$ cat src/rtl/disc_frame_sequencer.sv
// Frame collector and result returner around the 9-input MLP discriminator.
// Streams a frame in, holds it on a_flat, samples y after a settle delay.
module disc_frame_sequencer #(
    parameter int WIDTH         = 32,
    parameter int N_INPUT       = 9,
    parameter int SETTLE_CYCLES = 2,
    parameter int CNT_W         = 16
) (
    input  logic                       clk,
    input  logic                       rst_n,
    input  logic                       in_valid,
    output logic                       in_ready,
    input  logic [WIDTH-1:0]           in_data,
    input  logic                       in_last,
    output logic [N_INPUT*WIDTH-1:0]   a_flat,
    input  logic [WIDTH-1:0]           y_in,
    input  logic [WIDTH-1:0]           threshold,
    output logic                       res_valid,
    input  logic                       res_ready,
    output logic [WIDTH-1:0]           res_score,
    output logic                       res_class,
    output logic                       err_frame,
    output logic [CNT_W-1:0]           frame_cnt
);

    localparam int IDX_W = (N_INPUT > 1) ? $clog2(N_INPUT) : 1;
    localparam logic [IDX_W-1:0] LAST_IDX = IDX_W'(N_INPUT - 1);
    localparam logic [3:0] SETTLE_INIT = 4'(SETTLE_CYCLES - 1);

    typedef enum logic [1:0] {
        FILL   = 2'd0,
        SETTLE = 2'd1,
        HOLD   = 2'd2
    } state_t;

    state_t                    state;
    logic [IDX_W-1:0]          idx;
    logic [3:0]                settle_cnt;
    logic [WIDTH-1:0]          shadow [N_INPUT];
    logic [N_INPUT*WIDTH-1:0]  frame_next;
    logic                      accept;
    logic                      is_final;
    logic                      y_ge_thr;

    assign in_ready = (state == FILL);
    assign accept   = in_valid && in_ready;
    assign is_final = (idx == LAST_IDX);
    assign y_ge_thr = ($signed(y_in) >= $signed(threshold));

    // The closing beat is still in flight, so it bypasses the shadow buffer.
    always_comb begin
        frame_next = '0;
        for (int k = 0; k < N_INPUT; k++) begin
            frame_next[k*WIDTH +: WIDTH] = shadow[k];
        end
        frame_next[(N_INPUT-1)*WIDTH +: WIDTH] = in_data;
    end

    always_ff @(posedge clk or negedge rst_n) begin
        if (!rst_n) begin
            state      <= FILL;
            idx        <= '0;
            settle_cnt <= '0;
            a_flat     <= '0;
            res_valid  <= 1'b0;
            res_score  <= '0;
            res_class  <= 1'b0;
            err_frame  <= 1'b0;
            frame_cnt  <= '0;
            for (int k = 0; k < N_INPUT; k++) begin
                shadow[k] <= '0;
            end
        end else begin
            err_frame <= 1'b0;
            unique case (state)
                FILL: begin
                    if (accept) begin
                        shadow[idx] <= in_data;
                        if (is_final) begin
                            a_flat     <= frame_next;
                            idx        <= '0;
                            settle_cnt <= SETTLE_INIT;
                            state      <= SETTLE;
                            err_frame  <= !in_last;
                        end else if (in_last) begin
                            idx       <= '0;
                            err_frame <= 1'b1;
                        end else begin
                            idx <= idx + 1'b1;
                        end
                    end
                end
                SETTLE: begin
                    if (settle_cnt == 4'd0) begin
                        res_score <= y_in;
                        res_class <= y_ge_thr;
                        res_valid <= 1'b1;
                        state     <= HOLD;
                    end else begin
                        settle_cnt <= settle_cnt - 1'b1;
                    end
                end
                HOLD: begin
                    if (res_ready) begin
                        res_valid <= 1'b0;
                        frame_cnt <= frame_cnt + 1'b1;
                        state     <= FILL;
                    end
                end
                default: begin
                    state <= FILL;
                end
            endcase
        end
    end

endmodule

$ cat config.mk
export PLATFORM = sky130hd
export DESIGN_NAME = disc_frame_sequencer
export DESIGN_NICKNAME = d
export VERILOG_FILES = /design/src/rtl/disc_frame_sequencer.sv
export SDC_FILE = /design/constraint.sdc
export NUM_CORES = 1
export LEC_CHECK = 0
export BUFFER_PORTS_ARGS = -buffer_cell sky130_fd_sc_hd__buf_2
export CAP_MARGIN = 20
export CORE_MARGIN = 4
export CORE_UTILIZATION = 50
export CTS_CLUSTER_DIAMETER = 30
export DETAILED_ROUTE_END_ITERATION = 10
export PLACE_DENSITY = 0.84
export RECOVER_POWER = 50
export REMOVE_ABC_BUFFERS = 1
export SLEW_MARGIN = 20
export SYNTH_ARGS = -nofsm -noshare
export SYNTH_HDL_FRONTEND = slang
export SYNTH_SLANG_ARGS = --single-unit
export TNS_END_PERCENT = 10
$ cat constraint.sdc
create_clock -name clk -period 1.8 [get_ports clk]
set_input_delay 0.09 -clock clk [delete_from_list [all_inputs] [get_ports clk]]
set_output_delay 0.09 -clock clk [all_outputs]
set_load 0.01 [all_outputs]
==> reports/metrics.cfg <==
[floorplanning]
die-area_um2=50840
num_rows=79
initial_core_util=0.5068
dieHeight_um=225.5
die_x_um=225.5
core_um2=46650
io_pins=441

[worst_setup_path]
critPathCaptureType=flop
cp.arrival_ns=2.62
path_class=in -> reg
cp_max_fo=2
r2r_slack_ns=-0.03
r2r_cells=7
r2r_end=frame_cnt[10]$_DFFE_PN0P_
cp_data_required_time_ns=2.31
r2r_start=state[0]$_DFFE_PN0P_
cp-start-kind=input port

[final_layout]
fill_cells=2835
areaGrowthSynthToFinish_pct=37.48
nNetsFinal=2848
drive_above_1_share=0.3911
antenna_cells=0

[route]
num_vias=19250
firstDrtPassIters=7
via_per_inst=5.650
wl_per_cell_um=23.21
drt_drc_violations_left=0
ant_nets=0
drt_iter0_markers=1640
drt-total-wl_mm=79.09

[global_routing]
grt-ovfl-total=0
grt_first_pass_wirelength_mm=113.2
grt_pass1_vias=20120
grt_max_degree=81
grt_usage=0.2856
antenna_found_initial=0

[synthesis]
syn_inst=2070
synth_seq_cells=605
postSynthAreaPerCell_um2=11.42
synth_enable_flop_cells=0
yosys.area.top_type_share=0.6402
yosysWarnings=0
synth.most_common_cell=nand2_1
synth_top_flop_cell=dfrtp_1
synth_top_cell_by_area=dfrtp_1
ys_seq_area_frac=0.6402
synth_common_cells=890 x nand2_1, 605 x dfrtp_1, 289 x mux2_2
synth_area_leaders=dfrtp_1 64%, nand2_1 14%, mux2_2 14%
asyncSetResetFlopFracSynth=1.000
syn_area_um2=23650
synth.distinct_cells=43

[sta]
rsz0062_at_grt=yes
fin_tns_setup_ns=-0.6354
clock_skew_ns=0.02481
slew_headroom=0.01262
post-route-min-period_ns=2.110
setup_violations=27
period_share=1.172
max_clock_freq_mhz=474.0
final_hold_viol_count=0
fin_ws_ns=-0.3098
final-max-slew-violation-count=0
worst_pin_slew_ns=1.481

[placed_design]
routabilityCongestion=0.8979
dp_hpwl_mm=41.83
port_buffers=440

[power_and_ir_drop]
peakVddDrop_v=0.001005
p_leak_uw=0.01791
pwr_density_cell_nw_per_um2=1380
power_uw=44860

[worst_hold_path]
min_to=res_class$_DFFE_PN0P_
whs_path_depth=6
min_path_type=in -> reg
hp-start=threshold[31]

[clock_network]
cts.htree.levels=3
cts_root_buf=clkbuf_16
clock_latency_ns=0.65
cts.sinks=605
cts.path.max_buffers=3
cts_tree=built
cts_buffers=110
cts.clk_slew.worst_paths_ns=0.05

[status]
failed_checks=negative setup slack
outcome=complete, but fails checks

[job]
cap_violations=0

## flip-flops by register name, indices dropped and copies added (netlist names)
| register | cells |
|---|---|
| err_frame | 1 |
| state | 2 |
| frame_next | 256 |
| a_flat | 288 |
| res_score | 32 |
| res_class | 1 |
| res_valid | 1 |
| frame_cnt | 16 |
| idx | 4 |
| settle_cnt | 4 |
## layout by cell type (no fill, tap or decap), types with 11 or more instances in the layout
master	netlist	final
buf_2	42	440
nand2_1	890	849
clkinv_2	0	13
clkbuf_8	0	22
mux2_2	289	289
buf_6	14	11
nand3_1	12	11
dfrtp_1	605	605
clkinvlp_4	0	11
buf_12	0	32
clkbuf_16	0	123
nand2_2	1	39
ha_1	38	34
buf_4	11	37
a21oi_1	14	12
dlygate4sd3_1	0	68
bufinv_16	0	12
clkbuf_1	15	21
inv_1	40	37
## per-layer routing
metal	part of all wire	routed length, um	up-vias	global-route usage
met4	0.059	4691	0	0.1409
met2	0.50	39610	1272	0.4874
met5	0	0	-	0
met3	0.082	6485	343	0.06747
li1	-	-	7994	-
met1	0.36	28300	9639	0.3421
## cells by family after synthesis
| group | Yosys count | share of synthesized area |
|---|---|---|
| buf+inv | 133 | 0.02958 |
| compound gates | 36 | 0.009049 |
| fa+ha+maj | 38 | 0.02011 |
| mux | 289 | 0.1376 |
| simple gates | 951 | 0.1567 |
| xor+xnor | 18 | 0.006667 |
| flops | 605 | 0.6402 |
## what timing repair did
action,4_1_cts,5_1_grt
pin swaps,0,25
endpoints found under the hold margin,871,0
hold buffers,69,0
endpoints found under the setup margin,5,508
buffers inserted,0,15
cloned,0,12
resized for setup,4,83
## stage by stage
step	hold slack (ns)	utilization	cell area, um^2	worst slack (ns)	cells
4_1_cts	0.1176	0.6827	31850	-0.01541	3380
3_5_place_dp	0.04348	0.5828	27190	-0.1540	3108
6_report	0.1548	0.6968	32510	-0.3098	3407
2_1_floorplan	-0.2056	-	23100	-8.268	1977
3_3_place_gp	0.04191	0.5828	27190	-0.09903	3108
5_1_grt	0.1367	0.6968	32510	-0.2598	3407
## power breakdown
part / internal [uW] / total [uW] / switching [uW]
clock: 14100 / 21500 / 7360
combinational: 2880 / 5370 / 2490
sequential: 16300 / 18000 / 1680
## layout make-up
type | instances | area (um^2) | area share
Inverter | 40 | 150.1 | 0.004618
Sequential cell | 605 | 15140 | 0.4657
Clock buffer | 147 | 3154 | 0.09703
Timing Repair Buffer | 619 | 4405 | 0.1355
Tap cell | 607 | 759.5 | 0.02336
Multi-Input combinational cell | 1333 | 8117 | 0.2497
Clock inverter | 56 | 784.5 | 0.02413
## worst max-delay path, cell delays in order
cell and delay [ns]:
dlygate4sd3_1 0.55, buf_2 0.15, ha_1 0.33, nand4_1 0.30
buf_4 0.17, nor3_1 0.06, a221oi_2 0.37, o21ai_2 0.18
a2111oi_4 0.34, a311oi_2 0.07
## worst max-delay path by stage
stage                         startpoint                         to  slack, ns  depth (start not counted)
floorplan           state[1]$_DFFE_PN0P_  settle_cnt[2]$_DFFE_PN0P_      -8.27                          4
global placement                y_in[23]      res_class$_DFFE_PN0P_       -0.1                          8
detailed placement              y_in[10]      res_class$_DFFE_PN0P_      -0.15                          9
CTS                   idx[0]$_DFFE_PN0P_    a_flat[150]$_DFFE_PN0P_      -0.02                          9
global route                    y_in[22]      res_class$_DFFE_PN0P_      -0.26                         10
finish                          y_in[22]      res_class$_DFFE_PN0P_      -0.31                         10
Power figures use the tool's default switching activity.
